$ cat config.mk
export PLATFORM = sky130hd
export DESIGN_NAME = tx_comma_serializer
export DESIGN_NICKNAME = d
export VERILOG_FILES = /design/src/rtl/tx_comma_serializer.sv
export SDC_FILE = /design/constraint.sdc
export NUM_CORES = 1
export LEC_CHECK = 0
export CAP_MARGIN = 25
export CORE_MARGIN = 4
export CORE_UTILIZATION = 30
export CTS_BUF_LIST = sky130_fd_sc_hd__clkbuf_2
export CTS_CLUSTER_SIZE = 40
export DETAILED_ROUTE_END_ITERATION = 10
export HOLD_SLACK_MARGIN = 0.1
export PLACE_DENSITY = 0.45
export SLEW_MARGIN = 20
export SYNTH_ARGS = -nofsm -noshare
export SYNTH_HDL_FRONTEND = slang
export SYNTH_SLANG_ARGS = --single-unit
$ cat constraint.sdc
create_clock -name clk -period 8.47 [get_ports clk]
set_clock_uncertainty 0.1 [all_clocks]
set_input_delay 0.847 -clock clk [delete_from_list [all_inputs] [get_ports clk]]
set_output_delay 0.847 -clock clk [all_outputs]
set_load 0.02 [all_outputs]
$ cat src/rtl/tx_comma_serializer.sv
// Serial transmitter for pre-encoded 10-bit symbols, LSB first.
// Inserts RD-correct K28.5 commas for sync bursts, periodic alignment and filler.
module tx_comma_serializer #(
   parameter int              DATA_WIDTH     = 10,
   parameter logic [DATA_WIDTH-1:0] COMMA_RD_NEG = 10'h0FA,
   parameter logic [DATA_WIDTH-1:0] COMMA_RD_POS = 10'h305,
   parameter int              INIT_COMMAS    = 4,
   parameter int              COMMA_INTERVAL = 16
) (
   input  logic                  clk,
   input  logic                  rst_n,
   input  logic [DATA_WIDTH-1:0] TxData,
   input  logic                  TxDataValid,
   input  logic                  TxPolarity,
   input  logic                  TxElecIdle,
   output logic                  TxReady,
   output logic                  Ser_out,
   output logic                  Comma_Sent,
   output logic                  Symbol_Start,
   output logic                  Disp_Err
);

   localparam int SW = $clog2(INIT_COMMAS + 1);
   localparam int IW = $clog2(COMMA_INTERVAL + 1);
   localparam logic [SW-1:0] SYNC_LAST = SW'(INIT_COMMAS);
   localparam logic [IW-1:0] INT_MAX   = IW'(COMMA_INTERVAL);
   localparam logic [3:0]    BIT_LAST  = 4'(DATA_WIDTH - 1);

   typedef enum logic [1:0] {
      IDLE,
      SYNC,
      DATA
   } state_t;

   state_t                state, state_n;
   logic [3:0]            bit_cnt, bit_n;
   logic [DATA_WIDTH-1:0] shreg, shreg_n;
   logic                  rd, rd_n;
   logic [SW-1:0]         sync_cnt, sync_n;
   logic [IW-1:0]         int_cnt, int_n;
   logic                  cs_n, ss_n, de_n;

   logic                  load, load_data, data_slot;
   logic [DATA_WIDTH-1:0] comma, load_val;
   logic [3:0]            n_ones;

   function automatic logic [3:0] ones(input logic [DATA_WIDTH-1:0] v);
      logic [3:0] c;
      c = '0;
      for (int i = 0; i < DATA_WIDTH; i++)
         c = c + {3'b000, v[i]};
      return c;
   endfunction

   assign comma     = rd ? COMMA_RD_POS : COMMA_RD_NEG;
   assign data_slot = (state == DATA) ||
                      ((state == SYNC) && (sync_cnt == SYNC_LAST));
   assign load_val  = load_data ? TxData : comma;
   assign n_ones    = ones(load_val);

   assign TxReady = rst_n && (state != IDLE) && (bit_cnt == BIT_LAST) &&
                    data_slot && (int_cnt < INT_MAX) && !TxElecIdle;
   assign Ser_out = (state == IDLE) ? 1'b0 : (shreg[0] ^ TxPolarity);

   always_comb begin
      state_n   = state;
      bit_n     = bit_cnt;
      shreg_n   = shreg;
      sync_n    = sync_cnt;
      int_n     = int_cnt;
      load      = 1'b0;
      load_data = 1'b0;
      unique case (state)
         IDLE: begin
            if (!TxElecIdle) begin
               load    = 1'b1;
               state_n = SYNC;
               sync_n  = SW'(1);
               int_n   = '0;
               bit_n   = '0;
            end
         end
         SYNC, DATA: begin
            if (bit_cnt != BIT_LAST) begin
               shreg_n = {1'b0, shreg[DATA_WIDTH-1:1]};
               bit_n   = bit_cnt + 4'd1;
            end else begin
               bit_n = '0;
               if (!data_slot) begin
                  load   = 1'b1;
                  sync_n = sync_cnt + 1'b1;
               end else if (TxElecIdle) begin
                  state_n = IDLE;
               end else begin
                  state_n = DATA;
                  load    = 1'b1;
                  if (int_cnt == INT_MAX) begin
                     int_n = '0;
                  end else if (TxDataValid) begin
                     load_data = 1'b1;
                     int_n     = int_cnt + 1'b1;
                  end else begin
                     int_n = '0;
                  end
               end
            end
         end
         default: state_n = IDLE;
      endcase
      if (load)
         shreg_n = load_val;
   end

   // Running disparity follows the ones count; off-balance data leaves it alone.
   always_comb begin
      rd_n = rd;
      de_n = 1'b0;
      ss_n = load;
      cs_n = load && !load_data;
      if (load) begin
         if (n_ones == 4'd6)
            rd_n = 1'b1;
         else if (n_ones == 4'd4)
            rd_n = 1'b0;
         else if (n_ones != 4'd5)
            de_n = 1'b1;
      end
   end

   always_ff @(posedge clk) begin
      if (!rst_n) begin
         state        <= IDLE;
         bit_cnt      <= '0;
         shreg        <= '0;
         rd           <= 1'b0;
         sync_cnt     <= '0;
         int_cnt      <= '0;
         Comma_Sent   <= 1'b0;
         Symbol_Start <= 1'b0;
         Disp_Err     <= 1'b0;
      end else begin
         state        <= state_n;
         bit_cnt      <= bit_n;
         shreg        <= shreg_n;
         rd           <= rd_n;
         sync_cnt     <= sync_n;
         int_cnt      <= int_n;
         Comma_Sent   <= cs_n;
         Symbol_Start <= ss_n;
         Disp_Err     <= de_n;
      end
   end

endmodule

==> impl_metrics.env, run 1 <==
export IMPL_status="completed"
export IMPL_r2r_cells=18
export IMPL_startpoint_type="register"
export IMPL_antenna_cells=0
export IMPL_maxCapViolCount=0
export IMPL_slowest_delay_ps=550
export IMPL_synth_commonest_cells="dfxtp_1, a21oi_1, nand2_1, inv_1, ha_1"
export IMPL_required_ps=8680
export IMPL_cellLeakagePower_nw=0.8387
export IMPL_relSlewSlack_pct=47.40
export IMPL_numPortBuffers=19
export IMPL_final_cell_area_mm2=0.002128
export IMPL_yosysSeqAreaShare_pct=30.01
export IMPL_drive_gt1_share_pct=7.798
export IMPL_grt_pass1_vias=1557
export IMPL_ys_warnings_count=0
export IMPL_period_share_pct=61.52
export IMPL_place_ws_ps=2983
export IMPL_setup_viol=0
export IMPL_root_buffer="clkbuf_2"
export IMPL_post_dp_cell_area_mm2=0.002110
export IMPL_crit_fanout=28
export IMPL_final_nets=252
export IMPL_crit_slowest_cell="ha_1"
export IMPL_power_density_mw_per_mm2=160.8
export IMPL_grt_pass1_wl_um=7741
export IMPL_die_area_mm2=0.007553
export IMPL_cts_hold_buf=0
export IMPL_yosysMostFrequentCell="dfxtp_1"
export IMPL_crit_type="register to register"
export IMPL_fp_row_count=28
export IMPL_cts_setup_buffers=0
export IMPL_synth_main_ff_cell="dfxtp_1"
export IMPL_area_delta_synth_final_pct=13.93
export IMPL_crit_family="adder cells"
export IMPL_hp_class="register to register"
export IMPL_slew_viol_final=0
export IMPL_tns_ps=0
export IMPL_cp_data_arrival_time_ps=5420
export IMPL_hold_viol_final=0
export IMPL_gr_usage_all_layers_pct=12.81
export IMPL_synth_area_leaders="dfxtp_1, ha_1, fa_1, mux2i_1, a21oi_1"
export IMPL_numCtsBuffers=3
export IMPL_cts_max_level=1
export IMPL_syn_area_mm2=0.001868
export IMPL_period_needed_ps=5211
export IMPL_cts_reportedPaths_clkPinSlew_ps=280
export IMPL_rrSetupSlack_ps=3260
export IMPL_start_util_pct=31.18
export IMPL_die_h_um=86.91
export IMPL_rsz0062_at_grt="no"
export IMPL_drcViolationCount=0
export IMPL_via_per_inst=5.191
export IMPL_synth_edff_count=0
export IMPL_hp_start="bit_cnt[1]"
export IMPL_irDropWorstVdd_uv=76.13
export IMPL_dr_pass1_iters=4
export IMPL_path_common_cell="fa_1"
export IMPL_dp_hpwl_um=3318
export IMPL_post_cts_resize_count=0
export IMPL_final_antenna_net_count=0
export IMPL_insertion_delay_ps=370
export IMPL_r2r_end="rd"
export IMPL_crit_chain="inv_1 > ha_1 > nand2_1 > nor4_4 > buf_4 > nor2_1 > a21oi_1 > fa_1 > fa_1 > fa_1 > inv_1 > ha_1 > inv_1 > fa_1 > nor2b_1 > a31oi_1 > a211oi_1 > mux2i_1"
export IMPL_yosys_area_top_type_share_pct=30.01
export IMPL_ys_ff_latch=28
export IMPL_gp_routability_congestion=0.7067
export IMPL_routed_wl_um=4415
export IMPL_max_clock_freq_mhz=191.9
export IMPL_die_width_um=86.91
export IMPL_final_util_pct=35.53
export IMPL_cp_end_kind="register"
export IMPL_vias=1521
export IMPL_grt_max_degree=29
export IMPL_cts_tree="done"
export IMPL_drt_iter0_drc=102
export IMPL_yosysUniqueCellTypes=46
export IMPL_hold_end="bit_cnt[1]"
export IMPL_antenna_found_initial=0
export IMPL_holdPathStages=2
export IMPL_grt_overflow=0
export IMPL_postSynthCellCount=205
export IMPL_fin_ws_ps=3259
export IMPL_wire_per_inst_um=15.07
export IMPL_path_buf_inv=4
export IMPL_clock_sinks=28
export IMPL_tightestPinTransition_ps=782.2
export IMPL_postSynthAreaPerCell_um2=9.112
export IMPL_synth_nets=238
export IMPL_clockBufferDepth=2
export IMPL_ios=20
export IMPL_r2r_start="state[0]"
export IMPL_async_flop_share_pct=0
export IMPL_yosys_area_top_type="dfxtp_1"
export IMPL_core_area_mm2=0.005991
[power breakdown]
part	leakage, nW	internal (mW)	switching, mW
Combinational	0.595	0.0635	0.0782
Sequential	0.229	0.143	0.00633
Clock	0.0140	0.0102	0.0410
[worst min-delay path, cell delays in order, from the launching register on]
cell and delay, ps:
dfxtp_1 400, nand2_1 70, a21oi_1 50
[state kept, by name, indices dropped and copies added (netlist names)]
| register | count |
|---|---|
| rd | 1 |
| state | 2 |
| sync_cnt | 3 |
| shreg | 10 |
| Comma_Sent | 1 |
| Disp_Err | 1 |
| int_cnt | 5 |
| Symbol_Start | 1 |
| bit_cnt | 4 |
[through the flow]
stage / std cells / total power, mW / hold WS (ps)
2_1_floorplan: 205 / 0.2580 / 361.8
3_3_place_gp: 289 / 0.2962 / 397.7
3_5_place_dp: 289 / 0.2954 / 401.0
4_1_cts: 293 / 0.3479 / 429.4
5_1_grt: 293 / 0.3751 / 470.0
6_report: 293 / 0.3423 / 423.7
[placed cells by master, fill, tap and decap left out, types with 3 or more instances in the layout]
cell	netlist	routed
nor2_1	8	8
a21boi_0	3	3
nand3_1	7	7
fa_1	6	6
a21oi_1	17	17
nand2b_1	4	4
or3b_2	3	3
a221oi_1	7	7
o211a_1	3	3
clkdlybuf4s50_1	0	19
mux2i_1	11	11
a22oi_1	9	9
nand2_1	15	15
nor3_1	5	5
a221oi_2	3	3
clkbuf_2	0	3
ha_1	12	12
inv_1	14	14
o21ai_0	5	5
dfxtp_1	28	28
[layer usage]
metal	GRT usage, %	wire length [µm]	vias to the layer above
met1	19.06	2380	717
met4	2.691	56	0
met2	19.19	1882	17
met3	2.365	96	4
met5	0	0	-
li1	-	-	783
[cell type report]
cell class	count	area, µm²
clock buffer	3	15.01
clock inverter	1	3.754
fill	654	3862
inverter	14	52.55
multi-input combinational	151	1197
sequential	28	560.5
tap	75	93.84
timing repair buffer	21	205.2
[cell families (layout without fill, tap and decap cells)]
kind of cell,Yosys count,in the layout,share of synthesized area (%)
adder cells (fa/ha/maj),18,18,14.47
AO/OA/AOI/OAI,61,61,23.91
AND/OR/NAND/NOR,58,58,18.15
flip-flops,28,28,30.01
XOR/XNOR,1,1,0.4689
buffers and inverters,26,39,5.894
multiplexers,13,13,7.100
[how the worst max path moves through the flow]
stage / from / end / depth (start not counted)
after floorplan: TxElecIdle / rd / 17
after global placement: TxElecIdle / rd / 17
after detailed placement: TxElecIdle / rd / 17
final: state[0] / rd / 18
after global routing: state[0] / rd / 18
after CTS: state[0] / rd / 18
No activity file was read; power rests on OpenSTA's default activity.
==> run 2: changes to the inputs <==
==> constraint.sdc (replaced) <==
create_clock -name clk -period 5.2 [get_ports clk]
set_clock_uncertainty 0.1 [all_clocks]
set_input_delay 0.52 -clock clk [delete_from_list [all_inputs] [get_ports clk]]
set_output_delay 0.52 -clock clk [all_outputs]
set_load 0.02 [all_outputs]
==> run 2 against run 1 <==
Against the previous run: via count rose by 3.4%; cell area rose by 1.4%; die area did not move; flip-flop and latch count did not move; cell count rose by 1.4%; clock power rose by 71%; critical path depth fell by 1; worst hold slack got worse by 6.5 ps; sequential power rose by 63%; routed wire length rose by 0.36%; combinational power rose by 62%; worst setup slack got worse by 2800 ps; largest power group unchanged.
==> impl_metrics.env, run 2 (same netlist as run 1, synthesis figures left out) <==
export IMPL_status="completed"
export IMPL_fin_ws_ps=427.2
export IMPL_hold_viol_final=0
export IMPL_die_h_um=86.91
export IMPL_final_cell_mix="dfxtp_1, clkdlybuf4s50_1, a21oi_1"
export IMPL_crit_fanout=6
export IMPL_clockBufferDepth=2
export IMPL_hold_end="bit_cnt[1]"
export IMPL_clock_sinks=28
export IMPL_grt_overflow=0
export IMPL_core_area_mm2=0.005991
export IMPL_via_per_inst=5.293
export IMPL_max_flop_register="shreg"
export IMPL_holdPathStages=2
export IMPL_antenna_found_initial=0
export IMPL_die_width_um=86.91
export IMPL_slowest_delay_ps=510
export IMPL_multi_input_area_mm2=0.001197
export IMPL_maxCapViolCount=0
export IMPL_fill_cells=624
export IMPL_tns_ps=0
export IMPL_largest_reg_flops=10
export IMPL_cts_max_level=1
export IMPL_power_density_mw_per_mm2=260.2
export IMPL_switchingPower_uw=208.1
export IMPL_irDropWorstVdd_uv=193.7
export IMPL_gr_usage_all_layers_pct=13.07
export IMPL_antenna_cells=0
export IMPL_root_buffer="clkbuf_2"
export IMPL_cellLeakagePower_nw=0.8589
export IMPL_final_nets=256
export IMPL_seqPwrFrac_pct=43.3
export IMPL_area_delta_synth_final_pct=15.54
export IMPL_final_cells=297
export IMPL_rsz0062_at_grt="no"
export IMPL_comb_power_share_pct=41.0
export IMPL_final_antenna_net_count=0
export IMPL_required_ps=5430
export IMPL_cts_hold_buf=0
export IMPL_cts_tree="done"
export IMPL_crit_type="register to register"
export IMPL_place_ws_ps=235.2
export IMPL_ios=20
export IMPL_cts_reportedPaths_clkPinSlew_ps=300
export IMPL_period_share_pct=91.79
export IMPL_drcViolationCount=0
export IMPL_placed_cells=293
export IMPL_dp_hpwl_um=3344
export IMPL_fp_row_count=28
export IMPL_hp_class="register to register"
export IMPL_top_regs="shreg x10, int_cnt x5, bit_cnt x4"
export IMPL_dr_pass1_iters=4
export IMPL_gp_routability_congestion=0.6886
export IMPL_startpoint_type="register"
export IMPL_setup_viol=0
export IMPL_p_sw_share_pct=37.06
export IMPL_post_cts_resize_count=0
export IMPL_r2r_cells=17
export IMPL_drt_iter0_drc=120
export IMPL_wire_per_inst_um=14.92
export IMPL_r2r_start="state[0]"
export IMPL_grt_pass1_wl_um=7886
export IMPL_tightestPinTransition_ps=887.1
export IMPL_cp_data_arrival_time_ps=5000
export IMPL_insertion_delay_ps=390
export IMPL_numCtsBuffers=3
export IMPL_power_frac_clock_pct=15.7
export IMPL_path_common_cell="fa_1"
export IMPL_r2r_end="rd"
export IMPL_vias=1572
export IMPL_relSlewSlack_pct=40.80
export IMPL_drive_gt1_share_pct=9.459
export IMPL_max_clock_freq_mhz=209.5
export IMPL_layout_area_seq_um2=560.5
export IMPL_rrSetupSlack_ps=430
export IMPL_grt_max_degree=26
export IMPL_grt_pass1_vias=1595
export IMPL_hp_start="bit_cnt[1]"
export IMPL_slew_viol_final=0
export IMPL_layout_commonest_cell="dfxtp_1"
export IMPL_cts_setup_buffers=0
export IMPL_die_area_mm2=0.007553
export IMPL_final_util_pct=36.03
export IMPL_cp_end_kind="register"
export IMPL_power_uw=561.6
export IMPL_crit_slowest_cell="fa_1"
export IMPL_routed_wl_um=4431
export IMPL_period_needed_ps=4773
export IMPL_numPortBuffers=19
export IMPL_intPower_uw=353.5
export IMPL_crit_chain="inv_1 > ha_1 > nand2_1 > nor4_4 > buf_4 > mux2i_1 > fa_1 > fa_1 > fa_1 > inv_1 > ha_1 > inv_1 > fa_1 > nor2b_1 > a31oi_1 > a211oi_1 > mux2i_1"
export IMPL_start_util_pct=31.18
## run 2: cell types whose count changed in the layout (fill, tap and decap cells not counted), sizes merged
cell	before	now
buf	2	6
## run 2: through the flow
stage | instance area, µm² | hold slack (ps)
3_3_place_gp | 2140 | 384.9
3_5_place_dp | 2140 | 389.3
6_report | 2158 | 417.3
2_1_floorplan | 1868 | 361.8
5_1_grt | 2158 | 438.1
4_1_cts | 2158 | 416.0
## run 2: critical path: cells and delay by family (launching register included)
kind                       cells  cell delay, ps
muxes                          2             480
and+or+nand+nor                3             710
adders and majority gates      6            2230
AOI/OAI and AO/OA              2             360
buffers and inverters          4             410
DFF                            1             430
## run 2: worst max-delay path by stage
stage,from,endpoint,slack (ps),cells past startpoint
5_1_grt,state[1],rd,30,18
3_3_place_gp,TxElecIdle,rd,350,16
6_report,state[0],rd,430,17
4_1_cts,state[0],rd,380,17
2_1_floorplan,state[0],rd,570,18
3_5_place_dp,TxDataValid,rd,240,16
## run 2: power by group through the flow
stage	clock [mW]	sequential, mW	combinational, mW
5_1_grt	0.101	0.246	0.275
2_1_floorplan	0	0.248	0.172
3_5_place_dp	0	0.248	0.235
4_1_cts	0.0951	0.244	0.236
3_3_place_gp	0	0.248	0.237
6_report	0.0879	0.243	0.230
## run 2: layer usage
layer / GRT usage [%] / wire (µm) / up-vias
li1: - / - / 794
met1: 18.56 / 2271 / 749
met2: 20.50 / 1986 / 24
met3: 1.892 / 111 / 5
met4: 3.824 / 61 / 0
met5: 0 / 0 / -
## run 2: area by class of cell
cell class,instances,share of cell area [%]
clock buffers,3,0.6957
inverters,14,2.435
well taps,75,4.348
flip-flops and latches,28,25.97
clock inverters,1,0.1739
multi-input cells,151,55.48
repair buffers,25,10.90
